## config.mk

```make
export PLATFORM = sky130hd
export DESIGN_NAME = dmem_ctrl
export DESIGN_NICKNAME = d
export VERILOG_FILES = /design/src/rtl/dmem_ctrl.sv
export SDC_FILE = /design/constraint.sdc
export NUM_CORES = 1
export LEC_CHECK = 0
export ABC_AREA = 1
export BUFFER_PORTS_ARGS = -buffer_cell sky130_fd_sc_hd__buf_2
export CAP_MARGIN = 20
export CELL_PAD_IN_SITES_DETAIL_PLACEMENT = 0
export CELL_PAD_IN_SITES_GLOBAL_PLACEMENT = 2
export CORE_MARGIN = 2
export CORE_UTILIZATION = 25
export DETAILED_ROUTE_END_ITERATION = 12
export PLACE_DENSITY_LB_ADDON = 0.1
export REMOVE_ABC_BUFFERS = 1
export SLEW_MARGIN = 10
export SYNTH_ARGS = -nofsm -noshare
export SYNTH_HDL_FRONTEND = slang
export SYNTH_SLANG_ARGS = --single-unit
export TNS_END_PERCENT = 100
```

## constraint.sdc

```tcl
create_clock -name i_clk -period 2.2 [get_ports i_clk]
set_clock_uncertainty 0.2 [all_clocks]
set_input_delay 0.33 -clock i_clk [delete_from_list [all_inputs] [get_ports i_clk]]
set_output_delay 0.33 -clock i_clk [all_outputs]
set_load 0.005 [all_outputs]
```

## src/rtl/dmem_ctrl.sv

```systemverilog
// ---------------------------------------------------------------------------
// dmem_ctrl -- MEM-stage data memory access controller for an RV32I pipeline.
//
// Accepts one load or store from the MEM stage, stalls the pipeline while the
// access is in flight, and talks to a ready/rvalid style memory port. Stores
// are lane-replicated with byte enables; loads are lane-selected and sign- or
// zero-extended. An access that spends MAX_WAIT cycles in REQ plus RESP is
// abandoned and reported with o_timeout alongside o_done.
//
// Ports
//   i_clk, i_rst        clock, synchronous active-high reset
//   i_valid             MEM-stage instruction valid
//   i_mem_read/write    load / store request (read wins when both set)
//   i_funct3            RV32I size code (B, H, W, BU, HU)
//   i_addr, i_wdata     byte address, low-aligned store data
//   o_stall             hold pipeline at and before MEM
//   o_done              one-cycle completion pulse
//   o_mem_data_out      extended load result (held between loads)
//   o_misaligned        current op is misaligned or has an illegal funct3
//   o_timeout           access abandoned (pulses with o_done)
//   o_req, o_we         memory request / write enable
//   o_addr              word address
//   o_wdata, o_wmask    replicated store data / byte enables
//   i_ready             memory accepts the request this cycle
//   i_rvalid, i_rdata   read response
// ---------------------------------------------------------------------------
module dmem_ctrl #(
  parameter int unsigned MAX_WAIT = 255
) (
  input  logic        i_clk,
  input  logic        i_rst,
  input  logic        i_valid,
  input  logic        i_mem_read,
  input  logic        i_mem_write,
  input  logic [2:0]  i_funct3,
  input  logic [31:0] i_addr,
  input  logic [31:0] i_wdata,
  output logic        o_stall,
  output logic        o_done,
  output logic [31:0] o_mem_data_out,
  output logic        o_misaligned,
  output logic        o_timeout,
  output logic        o_req,
  output logic        o_we,
  output logic [31:0] o_addr,
  output logic [31:0] o_wdata,
  output logic [3:0]  o_wmask,
  input  logic        i_ready,
  input  logic        i_rvalid,
  input  logic [31:0] i_rdata
);

  typedef enum logic [1:0] {
    ST_IDLE = 2'd0,
    ST_REQ  = 2'd1,
    ST_RESP = 2'd2,
    ST_DONE = 2'd3
  } state_t;

  // Counter value seen on the last permitted REQ/RESP cycle.
  localparam logic [7:0] LAST_WAIT = 8'(MAX_WAIT - 1);

  state_t      r_state;
  state_t      w_state_next;
  logic [7:0]  r_wait_cnt;
  logic [31:0] r_addr;
  logic [31:0] r_wdata;
  logic [2:0]  r_funct3;
  logic        r_is_load;
  logic        r_timeout;
  logic [31:0] r_load_data;

  logic        w_op;
  logic        w_bad;
  logic        w_start;
  logic        w_expire;
  logic        w_set_timeout;
  logic        w_load_done;
  logic        w_in_req;
  logic        w_store_req;
  logic [31:0] w_wdata_rep;
  logic [3:0]  w_wmask;
  logic [7:0]  w_byte;
  logic [15:0] w_half;
  logic [31:0] w_load_ext;

  assign w_op = i_valid & (i_mem_read | i_mem_write);

  // Alignment / legality of the op currently presented by the MEM stage.
  always_comb begin : align_check
    w_bad = 1'b0;
    case (i_funct3)
      3'b000, 3'b100: w_bad = 1'b0;
      3'b001, 3'b101: w_bad = i_addr[0];
      3'b010:         w_bad = |i_addr[1:0];
      default:        w_bad = 1'b1;
    endcase
  end

  assign w_start  = (r_state == ST_IDLE) & w_op & ~w_bad;
  assign w_expire = (r_wait_cnt == LAST_WAIT);

  // Next state. A completing event on the last permitted cycle wins over the
  // timeout; a load accepted on that cycle cannot finish in time and expires.
  always_comb begin : next_state
    w_state_next  = r_state;
    w_set_timeout = 1'b0;
    w_load_done   = 1'b0;
    case (r_state)
      ST_IDLE: begin
        if (w_start) begin
          w_state_next = ST_REQ;
        end
      end
      ST_REQ: begin
        if (i_ready & ~r_is_load) begin
          w_state_next = ST_DONE;
        end else if (w_expire) begin
          w_state_next  = ST_DONE;
          w_set_timeout = 1'b1;
        end else if (i_ready) begin
          w_state_next = ST_RESP;
        end
      end
      ST_RESP: begin
        if (i_rvalid) begin
          w_state_next = ST_DONE;
          w_load_done  = 1'b1;
        end else if (w_expire) begin
          w_state_next  = ST_DONE;
          w_set_timeout = 1'b1;
        end
      end
      ST_DONE: begin
        // Never restarts here: the op still on the inputs is the one just
        // finished, the pipeline advances on this cycle's o_done.
        w_state_next = ST_IDLE;
      end
      default: w_state_next = ST_IDLE;
    endcase
  end

  always_ff @(posedge i_clk) begin
    if (i_rst) begin
      r_state     <= ST_IDLE;
      r_wait_cnt  <= 8'd0;
      r_addr      <= 32'd0;
      r_wdata     <= 32'd0;
      r_funct3    <= 3'd0;
      r_is_load   <= 1'b0;
      r_timeout   <= 1'b0;
      r_load_data <= 32'd0;
    end else begin
      r_state <= w_state_next;
      if (w_start) begin
        r_addr     <= i_addr;
        r_wdata    <= i_wdata;
        r_funct3   <= i_funct3;
        r_is_load  <= i_mem_read;
        r_wait_cnt <= 8'd0;
        r_timeout  <= 1'b0;
      end else if ((r_state == ST_REQ) || (r_state == ST_RESP)) begin
        r_wait_cnt <= r_wait_cnt + 8'd1;
      end
      if (w_set_timeout) begin
        r_timeout <= 1'b1;
      end
      if (w_load_done) begin
        r_load_data <= w_load_ext;
      end
    end
  end

  // Store lane replication and byte enables from the latched op.
  always_comb begin : store_lanes
    w_wdata_rep = r_wdata;
    w_wmask     = 4'b1111;
    case (r_funct3[1:0])
      2'b00: begin
        w_wdata_rep = {4{r_wdata[7:0]}};
        w_wmask     = 4'b0001 << r_addr[1:0];
      end
      2'b01: begin
        w_wdata_rep = {2{r_wdata[15:0]}};
        w_wmask     = 4'b0011 << r_addr[1:0];
      end
      default: begin
        w_wdata_rep = r_wdata;
        w_wmask     = 4'b1111;
      end
    endcase
  end

  // Load lane select and extension.
  always_comb begin : load_extract
    case (r_addr[1:0])
      2'b01:   w_byte = i_rdata[15:8];
      2'b10:   w_byte = i_rdata[23:16];
      2'b11:   w_byte = i_rdata[31:24];
      default: w_byte = i_rdata[7:0];
    endcase
    w_half = r_addr[1] ? i_rdata[31:16] : i_rdata[15:0];
    case (r_funct3)
      3'b000:  w_load_ext = {{24{w_byte[7]}}, w_byte};
      3'b100:  w_load_ext = {24'd0, w_byte};
      3'b001:  w_load_ext = {{16{w_half[15]}}, w_half};
      3'b101:  w_load_ext = {16'd0, w_half};
      default: w_load_ext = i_rdata;
    endcase
  end

  // Every output is forced low while reset is asserted.
  assign w_in_req    = (r_state == ST_REQ) & ~i_rst;
  assign w_store_req = w_in_req & ~r_is_load;

  assign o_req          = w_in_req;
  assign o_we           = w_store_req;
  assign o_addr         = w_in_req ? {r_addr[31:2], 2'b00} : 32'd0;
  assign o_wdata        = w_store_req ? w_wdata_rep : 32'd0;
  assign o_wmask        = w_store_req ? w_wmask : 4'd0;
  assign o_stall        = ~i_rst & (w_start | (r_state == ST_REQ) | (r_state == ST_RESP));
  assign o_done         = ~i_rst & (r_state == ST_DONE);
  assign o_timeout      = ~i_rst & (r_state == ST_DONE) & r_timeout;
  assign o_misaligned   = ~i_rst & (r_state == ST_IDLE) & w_op & w_bad;
  assign o_mem_data_out = i_rst ? 32'd0 : r_load_data;

endmodule

```

# Word-level counts from Yosys, hierarchy flattened
# Cells that the tools add are included.
[word_totals] regBits=111 inputBits=106 out_inout_bits=106 elab_cells=83
[classes] n_addsub=1 eq_ne=18 shift=2 n_mux=25 bitwise=18 reduce_logical=11
[ops] operator="one-hot mux 32 bit (4 select lines)" n=1
[ops] operator="2-to-1 mux 32 bit" n=3
[ops] operator="one-hot mux 32 bit (2 select lines)" n=1
[ops] operator="one-hot mux 8 bit (3 select lines)" n=1
[ops] operator="2-to-1 mux 16 bit" n=1
[ops] operator="AND 1 bit" n=12
[ops] operator="== test 3 bit (second input constant)" n=4
[ops] operator="2-to-1 mux 2 bit" n=6
[ops] operator="adder 8 x 1 -> 8 bit (second input constant)" n=1
[ops] operator="== test 2 bit (second input constant)" n=4
[ops] operator="== test 8 bit (second input constant)" n=1
[ops] operator="one-hot mux 2 bit (4 select lines)" n=1
[ops] operator="one-hot mux 4 bit (2 select lines)" n=1
[ops] operator="OR reduction 2 bit" n=4
[ops] operator="2-to-1 mux 1 bit" n=7
[ops] operator="== test 2 x 1 -> 1 bit (second input constant)" n=3
[ops] operator="== test 3 x 1 -> 1 bit (second input constant)" n=2
[ops] operator="zero test 3 bit" n=2
[ops] operator="zero test 2 bit" n=2
[ops] operator="2-to-1 mux 4 bit" n=1
[ops] operator="!= test 4 bit (second input constant)" n=1
[ops] operator="left shift 1 x 2 -> 4 bit (first input constant)" n=1
[ops] operator="left shift 2 x 2 -> 4 bit (first input constant)" n=1
[ops] operator="== test 3 x 2 -> 1 bit (second input constant)" n=1
[ops] operator="other kinds (9)" n=13

# Logic depth before layout (Yosys ltp)
[depth] depth_word=8 depth_mapped=10 mapped_depth_nobuf=10

# Worst setup path after synthesis
# No wires, ideal clock.
[synth_path] kind="flip-flop to output port" startpoint="reg r_state[1]" endpoint="out o_wdata[15]" t_arrival_ps=1357 required_time_ps=1670 setup_slack_ps=313 path_stages_with_launch=8 n_path_buf=1 path_cell_list="dfxtp_1 inv_1 ha_1 nand2_1 nor2_4 inv_1 clkbuf_1 nor3_1"
[synth_between] elab_chain_len=4
[synth_lines] element="from (decl)" line_no="63" source="state_t r_state;"
[synth_lines] element="from (signal assigned)" line_no="154" source="r_state <= w_state_next;"
[synth_lines] element="== test 2 x 1 -> 1 bit" line_no="213" source="assign w_in_req = (r_state == ST_REQ) & ~i_rst;"
[synth_lines] element="AND 1 bit" line_no="213"
[synth_lines] element="AND 1 bit" line_no="214" source="assign w_store_req = w_in_req & ~r_is_load;"
[synth_lines] element="named net o_we" line_no="44" source="output logic o_we,"
[synth_lines] element="2-to-1 mux 32 bit" line_no="219" source="assign o_wdata = w_store_req ? w_wdata_rep : 32'd0;"
[synth_lines] element="to (decl)" line_no="46" source="output logic [31:0] o_wdata,"
# The timed path passes the listed nets, and every way through them passes these cells.

# Final worst setup path
[layout_path] startpoint="reg r_state[1]" endpoint="out o_wmask[2]"
[layout_between] elab_chain_len=4
[layout_lines] element="== test 2 x 1 -> 1 bit" line_no="213"
[layout_lines] element="AND 1 bit" line_no="213"
[layout_lines] element="AND 1 bit" line_no="214"
[layout_lines] element="2-to-1 mux 4 bit" line_no="220" source="assign o_wmask = w_store_req ? w_wmask : 4'd0;"
[layout_lines] element="to (decl)" line_no="47" source="output logic [3:0] o_wmask,"
# Every way passes these cells.

==> out/results.txt <==
The flow ran to the end, and the final reports show no timing, DRC or antenna violations. Subtracting the final worst setup slack from the clock period gives 2.168 ns. The instance area at placement was 6968 µm²; the count of cells along the worst hold path was 3. Walking the worst path, the cells encountered are inv_2, ha_4, nand2_4, nor2_4, inv_4, buf_6, a31oi_4, buf_2.

The root buffer cell chosen for the clock tree is sky130_fd_sc_hd__clkbuf_16. Once placement completed, the tool counted placed cells totaling 1,305. For the internal power contribution, the log shows 4.099 mW. After layout, the worst path uses 98.53% of the clock period. The yosys synthesis warning count was 0. The biggest area contributor in the post-synthesis netlist is sky130_fd_sc_hd__dfxtp_1. For this run, the post-layout net count is 1,156. Summed over all nets, the switching power comes to 2.225 mW. The logs give 0.03239 ns for the worst path setup slack after routing and 0.1283 ns for the setup slack after placement. Global routing consumed, over all layers together, 16.02% of the routing resources.

Slowest cell on the critical path: sky130_fd_sc_hd__dfxtp_2. The pre-antenna-repair detailed-routing pass consisted of 4 iterations. The total congestion overflow after global routing is 0. The share of the Yosys chip area taken by registers is 39.87%. The cell count after synthesis came out at 842. Clock input transition at the sequential cells of the worst setup and hold paths: 0.08 ns. The die covers 23,510 µm².

After detailed routing, the met2 layer carries 8812 µm of wire. The largest vdd supply drop is 372.6 µV, and the effective utilization at floorplan is 25.54%. The top cell type by area accounts for 39.87% of the synthesized area.

The number of synthesized register bits came out at 111. In this run the power density over the cells is 842.0 nW/µm². Of the total power, combinational logic draws 33.7%. The number of nets still failing antenna checks after routing is 0. The analysis attributes to cell leakage a power of 3.593 nW.

Number of setup violations in the final report: 0. The highest layer touched by signal routing is met4. Layout cell share with drive strength beyond 1: 29.36%. After floorplanning, the core was divided into 54 placement rows. Yosys mapped the design onto 37 distinct sky130hd cell types. The count of cells in the finished layout, fillers not included, comes to 1,329. By area the synthesized netlist is led by sky130_fd_sc_hd__dfxtp_1 40%, sky130_fd_sc_hd__nor2_1 13%, sky130_fd_sc_hd__o21ai_0 9.2%.

STA classifies the critical path startpoint as a register. 212 I/O pins were placed. In this run, CTS created clock tree buffers numbering 9. The share of total power dissipated in the clock network is 27.7%. The tools report the post-route DRC violation count as 0. The placer congestion estimate is 0.7610. The number of pins exceeding their max-slew limit in the final report came out at 0. The routed length per instance is 14.50 µm, and the synthesized area per cell is 6.620 µm². After legalization and detailed placement, the total HPWL measured 13,930 µm. The logs give 217 for the detailed router's first-iteration violation count and 0.26 ns for the flop-to-flop setup slack.

At the worst endpoint, the required time is 1.67 ns. The tools report the number of antenna violations at the first check in global routing as 0. The H-tree was split into 3 levels.

The number of clock sinks is 111, and the cell area after layout is 7511 µm². For the standard cell core area, the log shows 21,820 µm². The post-detailed-route via-to-cell ratio works out to 4.309. The tools report the max capacitance violation total as 0.

The total routed wirelength was 19,270 µm; the area taken by flip-flops and latches was 2227 µm². The tools report the detailed route wirelength on metal3 as 885 µm. The part of the total power dissipated in sequential elements was 38.7%.

The maximum fanout along the worst path is 6, and the deepest clock path buffer count is 2. Relative to the synthesized area, the layout overhead comes to 34.75%. Setup repair after global routing could not meet its margin everywhere.

The number of global-route vias before repair came out at 5,432. Kind of end point of the critical path: an output port. Across all layers, the routed design uses 5,727 vias. The worst hold path belongs to the class in -> reg.

Switching fraction of total power: 35.19%. The multi-input combinational cells in the finished layout cover a total of 2763 µm². From bottom edge to top edge, the die measures 153.3 µm. The largest single stage delay on the critical path is 0.33 ns. The data arrival time of the critical path is 1.64 ns, and the number of filler instances in the final layout is 2,493. From left edge to right edge, the die measures 153.3 µm.

The mapped netlist covers 5574 µm². The number of inserted diodes is 0, and the count of input and output buffers is 209. The hold violation count in the final report came out at 0. The worst setup path is of the reg -> out kind. The cts-stage hold buffer count came out at 0. TritonCTS built the clock tree.

The worst register-to-register path has a depth of 10. The first global-routing pass estimated 30,100 µm of wire. Timing would allow up to 461.3 MHz.

In the final routing, the length of wire on met1 measures 9296 µm. The source-to-sink clock delay at the later pin of the worst-skew pair was 0.35 ns. Entering global routing, the biggest net connects 59 pins.
## area by class of cell
cell class | instances | share of cell area (%)
sequential | 111 | 29.65
timing repair buffer | 243 | 18.69
inverter | 120 | 6.097
tap | 280 | 4.664
clock buffer | 11 | 3.232
clock inverter | 5 | 0.8829
multi-input combinational | 559 | 36.78
## metrics by stage
step           setup TNS (ns)  utilization (%)  power [mW]  hold slack [ns]
2_1_floorplan         -116.82                -       3.581           0.1991
3_3_place_gp                0            31.93       4.422           0.2412
3_5_place_dp                0            31.93       4.402           0.2463
4_1_cts              -0.06299            33.94       6.316         0.003813
5_1_grt               -0.4192            34.42       6.772          0.01976
6_report                    0            34.42       6.324          0.01933
## cells in the mapped netlist (all sizes together)
library cell  instances
a21oi                81
a31oi                 3
and3                  6
buf                  26
clkbuf               27
clkinv                2
conb                  1
dfxtp               111
ha                    6
inv                 118
nand2                94
nand3                32
nand4                 2
nor2                191
nor3                  5
nor4                  1
o211ai                1
o21a                  2
o21ai               116
o22a                  1
o22ai                 9
or2                   3
xnor2                 1
xor2                  3
## final timing paths
kind,startpoint,end
hold / removal,i_wdata[15],r_wdata[15]
setup / recovery,r_state[1],o_wmask[2]
hold reg to reg,r_addr[7],r_addr[7]
setup reg to reg,r_state[0],r_addr[31]
## metal layers
| layer | vias to the layer above | GRT usage (%) |
|---|---|---|
| met1 | 2518 | 21.77 |
| met4 | 0 | 4.674 |
| li1 | 3071 | - |
| met2 | 122 | 25.94 |
| met3 | 16 | 2.920 |
| met5 | - | 0 |
## critical path, delay by kind of cell, from the launching register on
kind	cells	cell delay [ns]
adders and majority gates	1	0.14
and+or+nand+nor	2	0.25
buffers and inverters	4	0.43
DFF	1	0.33
AOI/OAI and AO/OA	1	0.13
## kinds of logic (layout without fill, tap and decap cells)
kind of cell / Yosys count / after routing / share of synthesized area [%]
buffers and inverters: 173 / 379 / 13.04
and+or+nand+nor: 334 / 334 / 25.45
AOI/OAI and AO/OA: 213 / 213 / 19.60
xor gates and xnor gates: 4 / 4 / 0.6286
adders and majority gates: 6 / 6 / 1.347
other: 1 / 2 / 0.06728
DFF: 111 / 111 / 39.87
## state kept, by name, indices dropped and copies added, names as in the netlist
register,flops
r_funct3,3
r_state,2
r_wait_cnt,8
r_timeout,1
r_is_load,1
r_wdata,32
r_addr,32
r_load_data,32
## power groups by stage
| stage | Clock [mW] | Sequential [mW] | Combinational (mW) |
|---|---|---|---|
| final | 1.75 | 2.44 | 2.13 |
| after detailed placement | 0 | 2.48 | 1.92 |
| after global routing | 1.89 | 2.48 | 2.41 |
| after CTS | 1.82 | 2.44 | 2.06 |
| after floorplan | 0 | 2.48 | 1.10 |
| after global placement | 0 | 2.47 | 1.95 |
## timing repair
action / CTS / global route
buffers inserted: 6 / 1
resized for setup: 24 / 24
endpoints found under the setup margin: 37 / 68
cloned: 0 / 1
pin swaps: 7 / 11
## cell usage in the layout, fill, tap and decap left out, drive strengths merged
master    instances
nor2            191
conb              2
and3              6
ha                6
nand2            94
xnor2             1
nand4             2
a21oi            81
o211ai            1
bufinv            1
nand3            32
nor4              1
or2               3
clkinvlp          1
inv             120
xor2              3
o21a              2
buf             242
a31oi             3
nor3              5
o22ai             9
o21ai           116
clkbuf           12
clkinv            3
dfxtp           111
o22a              1
Note: power is estimated with default switching activity, not from simulation.
